### config.mk
export PLATFORM = sky130hd
export DESIGN_NAME = uart_tx_fsmd_ctrl_flat
export DESIGN_NICKNAME = d
export VERILOG_FILES = /design/src/rtl/uart_tx_fsmd_ctrl_if.sv /design/src/rtl/uart_tx_fsmd_ctrl.sv /design/src/flat_wrapper.sv
export SDC_FILE = /design/constraint.sdc
export NUM_CORES = 1
export LEC_CHECK = 0
export ABC_CLOCK_PERIOD_IN_PS = 2100
export CAP_MARGIN = 5
export CORE_AREA = 2 2 61 63
export CTS_CLUSTER_DIAMETER = 60
export DETAILED_ROUTE_END_ITERATION = 10
export DIE_AREA = 0 0 63 65
export GPL_TIMING_DRIVEN = 0
export PLACE_DENSITY = 0.58
export SLEW_MARGIN = 5
export SYNTH_ARGS = -nofsm -noshare
export SYNTH_HDL_FRONTEND = slang
export SYNTH_SLANG_ARGS = --single-unit
### constraint.sdc
create_clock -name clk -period 2.1 [get_ports clk]
set_input_delay 0.42 -clock clk [delete_from_list [all_inputs] [get_ports clk]]
set_output_delay 0.42 -clock clk [all_outputs]
set_load 0.005 [all_outputs]
### src/rtl/uart_tx_fsmd_ctrl_if.sv
// Host-side word handshake for the UART transmit controller.
// The producer drives a word plus valid; the controller answers with ready.
interface uart_tx_fsmd_ctrl_if #(
  parameter int unsigned DATA_W = 8
);

  logic [DATA_W-1:0] tx_data;
  logic              tx_valid;
  logic              tx_ready;

  modport master (
    output tx_data,
    output tx_valid,
    input  tx_ready
  );

  modport slave (
    input  tx_data,
    input  tx_valid,
    output tx_ready
  );

endinterface

### src/rtl/uart_tx_fsmd_ctrl.sv
// UART transmit controller: FSM plus datapath that drives the serial line.
// Frames are start bit, DATA_W data bits LSB-first, optional parity, 1 or 2 stop bits.
// The baud counter paces every bit; the bit counter indexes data bits and stop bits.
module uart_tx_fsmd_ctrl #(
  parameter int unsigned DATA_W       = 8,
  parameter int unsigned CLKS_PER_BIT = 16,
  parameter int unsigned PARITY_EN    = 1,
  parameter int unsigned PARITY_ODD   = 0,
  parameter int unsigned STOP_BITS    = 1
) (
  input  logic                  clk,
  input  logic                  hard_rst,
  uart_tx_fsmd_ctrl_if.slave    host,
  output logic                  tx_out,
  output logic                  tx_busy,
  output logic                  tx_done
);

  localparam int unsigned BAUD_W = $clog2(CLKS_PER_BIT);
  localparam int unsigned BIT_W  = $clog2(DATA_W + 1);

  localparam logic [BAUD_W-1:0] BAUD_LAST = BAUD_W'(CLKS_PER_BIT - 1);
  localparam logic [BIT_W-1:0]  DATA_LAST = BIT_W'(DATA_W - 1);
  localparam logic [BIT_W-1:0]  STOP_LAST = BIT_W'(STOP_BITS - 1);

  typedef enum logic [2:0] {
    S_IDLE   = 3'd0,
    S_START  = 3'd1,
    S_DATA   = 3'd2,
    S_PARITY = 3'd3,
    S_STOP   = 3'd4
  } state_t;

  state_t              state;
  state_t              state_nxt;

  logic [BAUD_W-1:0]   baud_cnt;
  logic [BAUD_W-1:0]   baud_nxt;
  logic [BIT_W-1:0]    bit_cnt;
  logic [BIT_W-1:0]    bit_nxt;
  logic [DATA_W-1:0]   shreg;
  logic [DATA_W-1:0]   shreg_nxt;
  logic                parity_bit;
  logic                parity_nxt;

  logic                out_nxt;
  logic                busy_nxt;
  logic                done_nxt;

  logic                baud_last;
  logic                bit_inc;
  logic                handshake;

  // Ready is a pure decode of the state so a waiting producer is taken on the idle edge.
  assign host.tx_ready = (state == S_IDLE);

  assign baud_last = (baud_cnt == BAUD_LAST);
  assign handshake = host.tx_valid && (state == S_IDLE);

  // State register.
  always_ff @(posedge clk) begin
    if (hard_rst) begin
      state <= S_IDLE;
    end else begin
      state <= state_nxt;
    end
  end

  // Next-state, counter control and next-output decode.
  always_comb begin
    state_nxt  = state;
    shreg_nxt  = shreg;
    parity_nxt = parity_bit;
    bit_inc    = 1'b0;
    baud_nxt   = baud_cnt;
    bit_nxt    = bit_cnt;
    out_nxt    = 1'b1;
    busy_nxt   = 1'b0;
    done_nxt   = 1'b0;

    case (state)
      S_IDLE: begin
        if (handshake) begin
          state_nxt  = S_START;
          shreg_nxt  = host.tx_data;
          parity_nxt = (^host.tx_data) ^ 1'(PARITY_ODD);
        end
      end

      S_START: begin
        if (baud_last) begin
          state_nxt = S_DATA;
        end
      end

      S_DATA: begin
        if (baud_last) begin
          shreg_nxt = {1'b0, shreg[DATA_W-1:1]};
          bit_inc   = 1'b1;
          if (bit_cnt == DATA_LAST) begin
            state_nxt = (PARITY_EN != 0) ? S_PARITY : S_STOP;
          end
        end
      end

      S_PARITY: begin
        if (baud_last) begin
          state_nxt = S_STOP;
        end
      end

      S_STOP: begin
        if (baud_last) begin
          bit_inc = 1'b1;
          if (bit_cnt == STOP_LAST) begin
            state_nxt = S_IDLE;
          end
        end
      end

      default: begin
        state_nxt = S_IDLE;
      end
    endcase

    // Both counters clear on any state change, so neither runs past its terminal value.
    if (state_nxt != state) begin
      baud_nxt = '0;
      bit_nxt  = '0;
    end else begin
      baud_nxt = ((state == S_IDLE) || baud_last) ? '0 : baud_cnt + BAUD_W'(1);
      bit_nxt  = bit_inc ? bit_cnt + BIT_W'(1) : bit_cnt;
    end

    // Line level is decoded from the state being entered so it changes with the state.
    case (state_nxt)
      S_IDLE:   out_nxt = 1'b1;
      S_START:  out_nxt = 1'b0;
      S_DATA:   out_nxt = shreg_nxt[0];
      S_PARITY: out_nxt = parity_nxt;
      S_STOP:   out_nxt = 1'b1;
      default:  out_nxt = 1'b1;
    endcase

    busy_nxt = (state_nxt != S_IDLE);
    done_nxt = (state == S_STOP) && (state_nxt == S_IDLE);
  end

  // Datapath and registered outputs.
  always_ff @(posedge clk) begin
    if (hard_rst) begin
      baud_cnt   <= '0;
      bit_cnt    <= '0;
      shreg      <= '0;
      parity_bit <= 1'b0;
      tx_out     <= 1'b1;
      tx_busy    <= 1'b0;
      tx_done    <= 1'b0;
    end else begin
      baud_cnt   <= baud_nxt;
      bit_cnt    <= bit_nxt;
      shreg      <= shreg_nxt;
      parity_bit <= parity_nxt;
      tx_out     <= out_nxt;
      tx_busy    <= busy_nxt;
      tx_done    <= done_nxt;
    end
  end

endmodule

### src/flat_wrapper.sv
// flat-port wrapper written by rule: the top's interface ports become plain ports
module uart_tx_fsmd_ctrl_flat 
#(
  parameter int unsigned DATA_W       = 8,
  parameter int unsigned CLKS_PER_BIT = 16,
  parameter int unsigned PARITY_EN    = 1,
  parameter int unsigned PARITY_ODD   = 0,
  parameter int unsigned STOP_BITS    = 1
)
  (clk, hard_rst, tx_out, tx_busy, tx_done, host_tx_data, host_tx_valid, host_tx_ready);
  uart_tx_fsmd_ctrl_if #(.DATA_W(DATA_W)) host_i ();
  input  logic clk;
  input  logic hard_rst;
  output logic tx_out;
  output logic tx_busy;
  output logic tx_done;
  input wire logic [$bits(host_i.tx_data)-1:0] host_tx_data;
  input wire logic [$bits(host_i.tx_valid)-1:0] host_tx_valid;
  output wire logic [$bits(host_i.tx_ready)-1:0] host_tx_ready;
  assign host_i.tx_data = host_tx_data;
  assign host_i.tx_valid = host_tx_valid;
  assign host_tx_ready = host_i.tx_ready;
  uart_tx_fsmd_ctrl #(.DATA_W(DATA_W), .CLKS_PER_BIT(CLKS_PER_BIT), .PARITY_EN(PARITY_EN), .PARITY_ODD(PARITY_ODD), .STOP_BITS(STOP_BITS)) u_core (.clk(clk), .hard_rst(hard_rst), .host(host_i), .tx_out(tx_out), .tx_busy(tx_busy), .tx_done(tx_done));
endmodule
After elaboration in Yosys (flattened, before gate mapping)
Index checks and enable logic that the tools add are counted.

word-level totals
  flip-flop bits (word level) = 23
  bits of input ports = 11
  word-level logic and storage cells = 52

operators by class
  $add $sub $neg = 2
  reduce and logical (&&, ||, !) cells = 13
  mux-type cells = 16
  equality and inequality tests = 12

operator list
  operator             number
  $mux 3               7
  $mux 8               2
  $pmux 8 s2           1
  $pmux 3 s5           1
  $eq 3x2->1 const B   4
  $add 4x1->4 const B  2
  $reduce_xor 8->1     1
  $eq 3x1->1 const B   2
  $logic_not 3->1      2
  $eq 4x3->1 const B   1
  $eq 4x4->1 const B   1
  $logic_not 4->1      1
  $mux 1               4
  $ne 2x1->1 const B   2
  $reduce_or 2->1      2
  $eq 3x3->1 const B   1
  $ne 3x3->1           1
  $pmux 1 s3           1
  $reduce_and 3->1     1
  $reduce_bool 3->1    1
  $reduce_or 3->1      1
  $logic_and 1x1->1    2
  $reduce_bool 2->1    1
  $logic_or 1x1->1     1

Logic depth before layout (Yosys ltp)
  depth in word-level cells = 6
  depth in mapped cells = 6

Worst setup path after synthesis
No wires, ideal clock.

  kind = flip-flop to flip-flop
  start point = reg u_core.baud_cnt[0]
  end point = reg u_core.tx_out
  data arrival time = 1,713 ps
  buffers on the path = 1
  setup slack = 263 ps
  period minus slack after synthesis = 1,837 ps
  cell stages (with the launch flop) = 7
  required time = 1,976 ps
  cells stage by stage = dfxtp_1 ha_1 and4b_4 and2_1 buf_6 a221o_1 a2111o_1

between the ends
  word-level cells in the longest chain between the ends = 5
  elaborated cells between the ends (all ways) = 12
  those cells by class = eq/ne (4); mux (8)

ends and longest elaborated chain
  element                                   RTL line                  RTL
  start: declaration                        uart_tx_fsmd_ctrl.sv:37   logic [BAUD_W-1:0] baud_cnt;
  start signal: assignment                  uart_tx_fsmd_ctrl.sv:160  baud_cnt <= baud_nxt;
  $eq 4x4->1 (*)                            uart_tx_fsmd_ctrl.sv:57   assign baud_last = (baud_cnt == BAUD_LAST);
  $mux 3, on equally long branches          n/a
  $pmux 3 s5                                uart_tx_fsmd_ctrl.sv:81   case (state)
  $eq 3x2->1 or $eq 3x1->1 (tied branches)  uart_tx_fsmd_ctrl.sv:136  case (state_nxt)
  $pmux 1 s3 (*)                            uart_tx_fsmd_ctrl.sv:136
  end signal: assignment                    uart_tx_fsmd_ctrl.sv:164  tx_out <= out_nxt;
  end: declaration                          uart_tx_fsmd_ctrl.sv:14   output logic tx_out,

Mark *: on every way between the ends. The rest lies on a longest branch, timed or not. The select of a mux whose other input is x is not followed.
A chain may end at the register's enable or synchronous reset.

Final worst setup path
Same ends and word-level chain as after synthesis.

==> qor.yml <==
rows: 22
yosys-top-cells-area: "dfxtp_1 (41%), xnor2_1 (9.3%), a21oi_1 (4.0%)"
dpl-instance-area_um2: 1330
die_y_um: 65
synthSimpleGateAreaFrac_pct: 22.9
irDropWorstVdd_mv: 0.180
yosysSeqAreaShare_pct: 40.7
antenna_found_initial: 0
synth_compound_area_share_pct: 15.6
crit_path_end_kind: "flip-flop"
slew_headroom_pct: 53.7
via_per_inst: 4.91
stdcell_area_um2: 1390
drtIter0Drc: 50
p_clk_share_pct: 26.0
cts-root-buf: "clkbuf_4"
syn_area_per_cell_um2: 9.05
antenna_left: 0
dp_hpwl_mm: 1.70
skew_ps: 8.66
highest_layer: "met4"
m1WireLength_mm: 1.07
initial_core_util_pct: 32.4
synth_warnings: 0
netlist_area_um2: 1130
numCtsBuffers: 3
reg2reg_slack_ps: 160
io_pins: 15
htree_levels: 1
cts.sinks: 23
intPower_uw: 590
detail_route.wl_per_cell_um: 11.6
final_nets: 160
synthesis.nets: 139
synth_top_family_by_area: "simple AND/OR/NAND/NOR gates"
power_frac_comb_pct: 15.3
synth_seq_cells: 23
grt_max_degree: 14
critPathArrivalTime_ps: 2160
drive_above_1_share_pct: 11.7
hold_viol_final: 0
die_area_um2: 4100
clock_latency_ps: 310
postSynthCellCount: 125
drcViolationCount: 0
setup_viol: 0
vias: 947
synthArstFlopShare_pct: 0
cts_buffer_depth: 2
run_status: "complete, no violations"
power_density_nw_per_um2: 562
total_leakage_power_nw: 0.488
dr.pass1.iters: 4
hold_path.class: "reg2reg"
max_cap_viol_count: 0
p_sw_uw: 193
grt_pass1_wl_mm: 4.00
muxShareOfSynthArea_pct: 1.77
yosys.area.top_type: "dfxtp_1"
first_global_vias: 909
synth_xor_area_share_pct: 10.1
rsz0062_at_grt: "false"
yosys_most_used_dff: "dfxtp_1"
core_um2: 3500
syn_to_final_growth_pct: 23.2
gr-usage-all-layers_pct: 12.1
netSwitchingFraction_pct: 24.6
final-max-slew-violation-count: 0
overflow: 0
required_ps: 2310
critPathKind: "reg2reg"
synth_fa_ha_area_share_pct: 3.32
finalWirelength_mm: 2.24
synth_edf_count: 0
cts_hold_buffers: 0
cts_tree: "built"
tightest_slew_ps: 691
seqPwrFrac_pct: 58.7
synth_cell_types: 37
diodes: 0
timing.final.crit_share_pct: 92.6
die_w_um: 63
fmax_mhz: 514
clk_pin_slew_ps: 130
portBuffers: 14
synth_top_area_share_pct: 40.7
startpoint_type: "flip-flop"
dr_wl_met2_mm: 1.11
fin_util_pct: 39.9
worstPathMaxFanout: 8
period_needed_ps: 1940
met3_length_um: 34
gp_congestion: 0.749
[layout make-up]
type                       instances  area, um^2
tap                               48        60.1
buffer                             7        45.0
inverter                           5        18.8
sequential                        23         460
multi-input combinational         90         624
clock inverter                     1        5.00
fill                             352        2100
clock buffer                       3        22.5
timing repair buffer              16         158
[worst paths after layout]
kind	startpoint	end	cells after the start
max	u_core.baud_cnt[0]	u_core.tx_out	6
min	u_core.baud_cnt[0]	u_core.baud_cnt[0]	1
max reg2reg	u_core.baud_cnt[0]	u_core.tx_out	6
min reg2reg	u_core.baud_cnt[0]	u_core.baud_cnt[0]	1
[state kept, by name, indices dropped and copies added (netlist names)]
register,count
u_core.shreg,8
u_core.baud_cnt,4
u_core.bit_cnt,4
u_core.state,3
u_core.parity_bit,1
u_core.tx_busy,1
u_core.tx_done,1
u_core.tx_out,1
[Yosys cell counts, types with 4 or more instances]
master,count
nand2_1,9
a22oi_1,6
dfxtp_1,23
nor4_1,4
nor2_1,10
a21oi_1,9
inv_1,5
xnor2_1,12
nand3_1,5
nor3_1,4
[critical path, cell delays in order, from the launching register on]
cell	delay, ps
dfxtp_1	370
ha_1	250
and3_1	170
buf_2	190
a221oi_1	140
or2_2	340
a2111o_1	400
[metrics by stage]
step                setup WS (ps)  instances  TNS (ps)  hold WS, ps  power (mW)
CTS                          43.6        191         0          468       0.791
global route                 3.16        193         0          493       0.827
finish                        155        193         0          461       0.783
global placement             -197        187      -197          443       0.582
detailed placement           -159        187      -159          451       0.584
floorplan                     263        125         0          431       0.538
[cells in the final DEF, fill, tap and decap left out, types with 4 or more instances in the layout]
master,count
a21oi_1,9
a22oi_1,6
clkdlybuf4s50_1,13
dfxtp_1,23
inv_1,5
nand2_1,9
nand3_1,5
nor2_1,10
nor4_1,4
xnor2_1,12
[power groups by stage]
stage / Combinational (mW) / Sequential [mW] / Clock, mW
after CTS: 0.117 / 0.460 / 0.214
after floorplan: 0.0692 / 0.468 / 0
final: 0.120 / 0.459 / 0.204
after detailed placement: 0.115 / 0.469 / 0
after global routing: 0.131 / 0.462 / 0.234
after global placement: 0.114 / 0.469 / 0
[per-layer routing]
layer	global-route usage [%]	up-vias
met5	0	-
met4	6.67	0
met3	1.22	2
met2	21.3	9
met1	14.5	448
li1	-	488
[cell families after synthesis]
| kind of cell | count (synthesis) |
|---|---|
| AO/OA/AOI/OAI | 26 |
| XOR/XNOR | 13 |
| adder cells (fa/ha/maj) | 3 |
| buffers and inverters | 12 |
| flip-flops | 23 |
| multiplexers | 2 |
| AND/OR/NAND/NOR | 46 |
[repair_timing]
action	CTS	global route
endpoints found under the setup margin	1	2
gates resized for setup	2	2
pin swaps	0	1
buffers inserted	0	2
gates cloned	0	0
(Power assumes the default switching activity.)
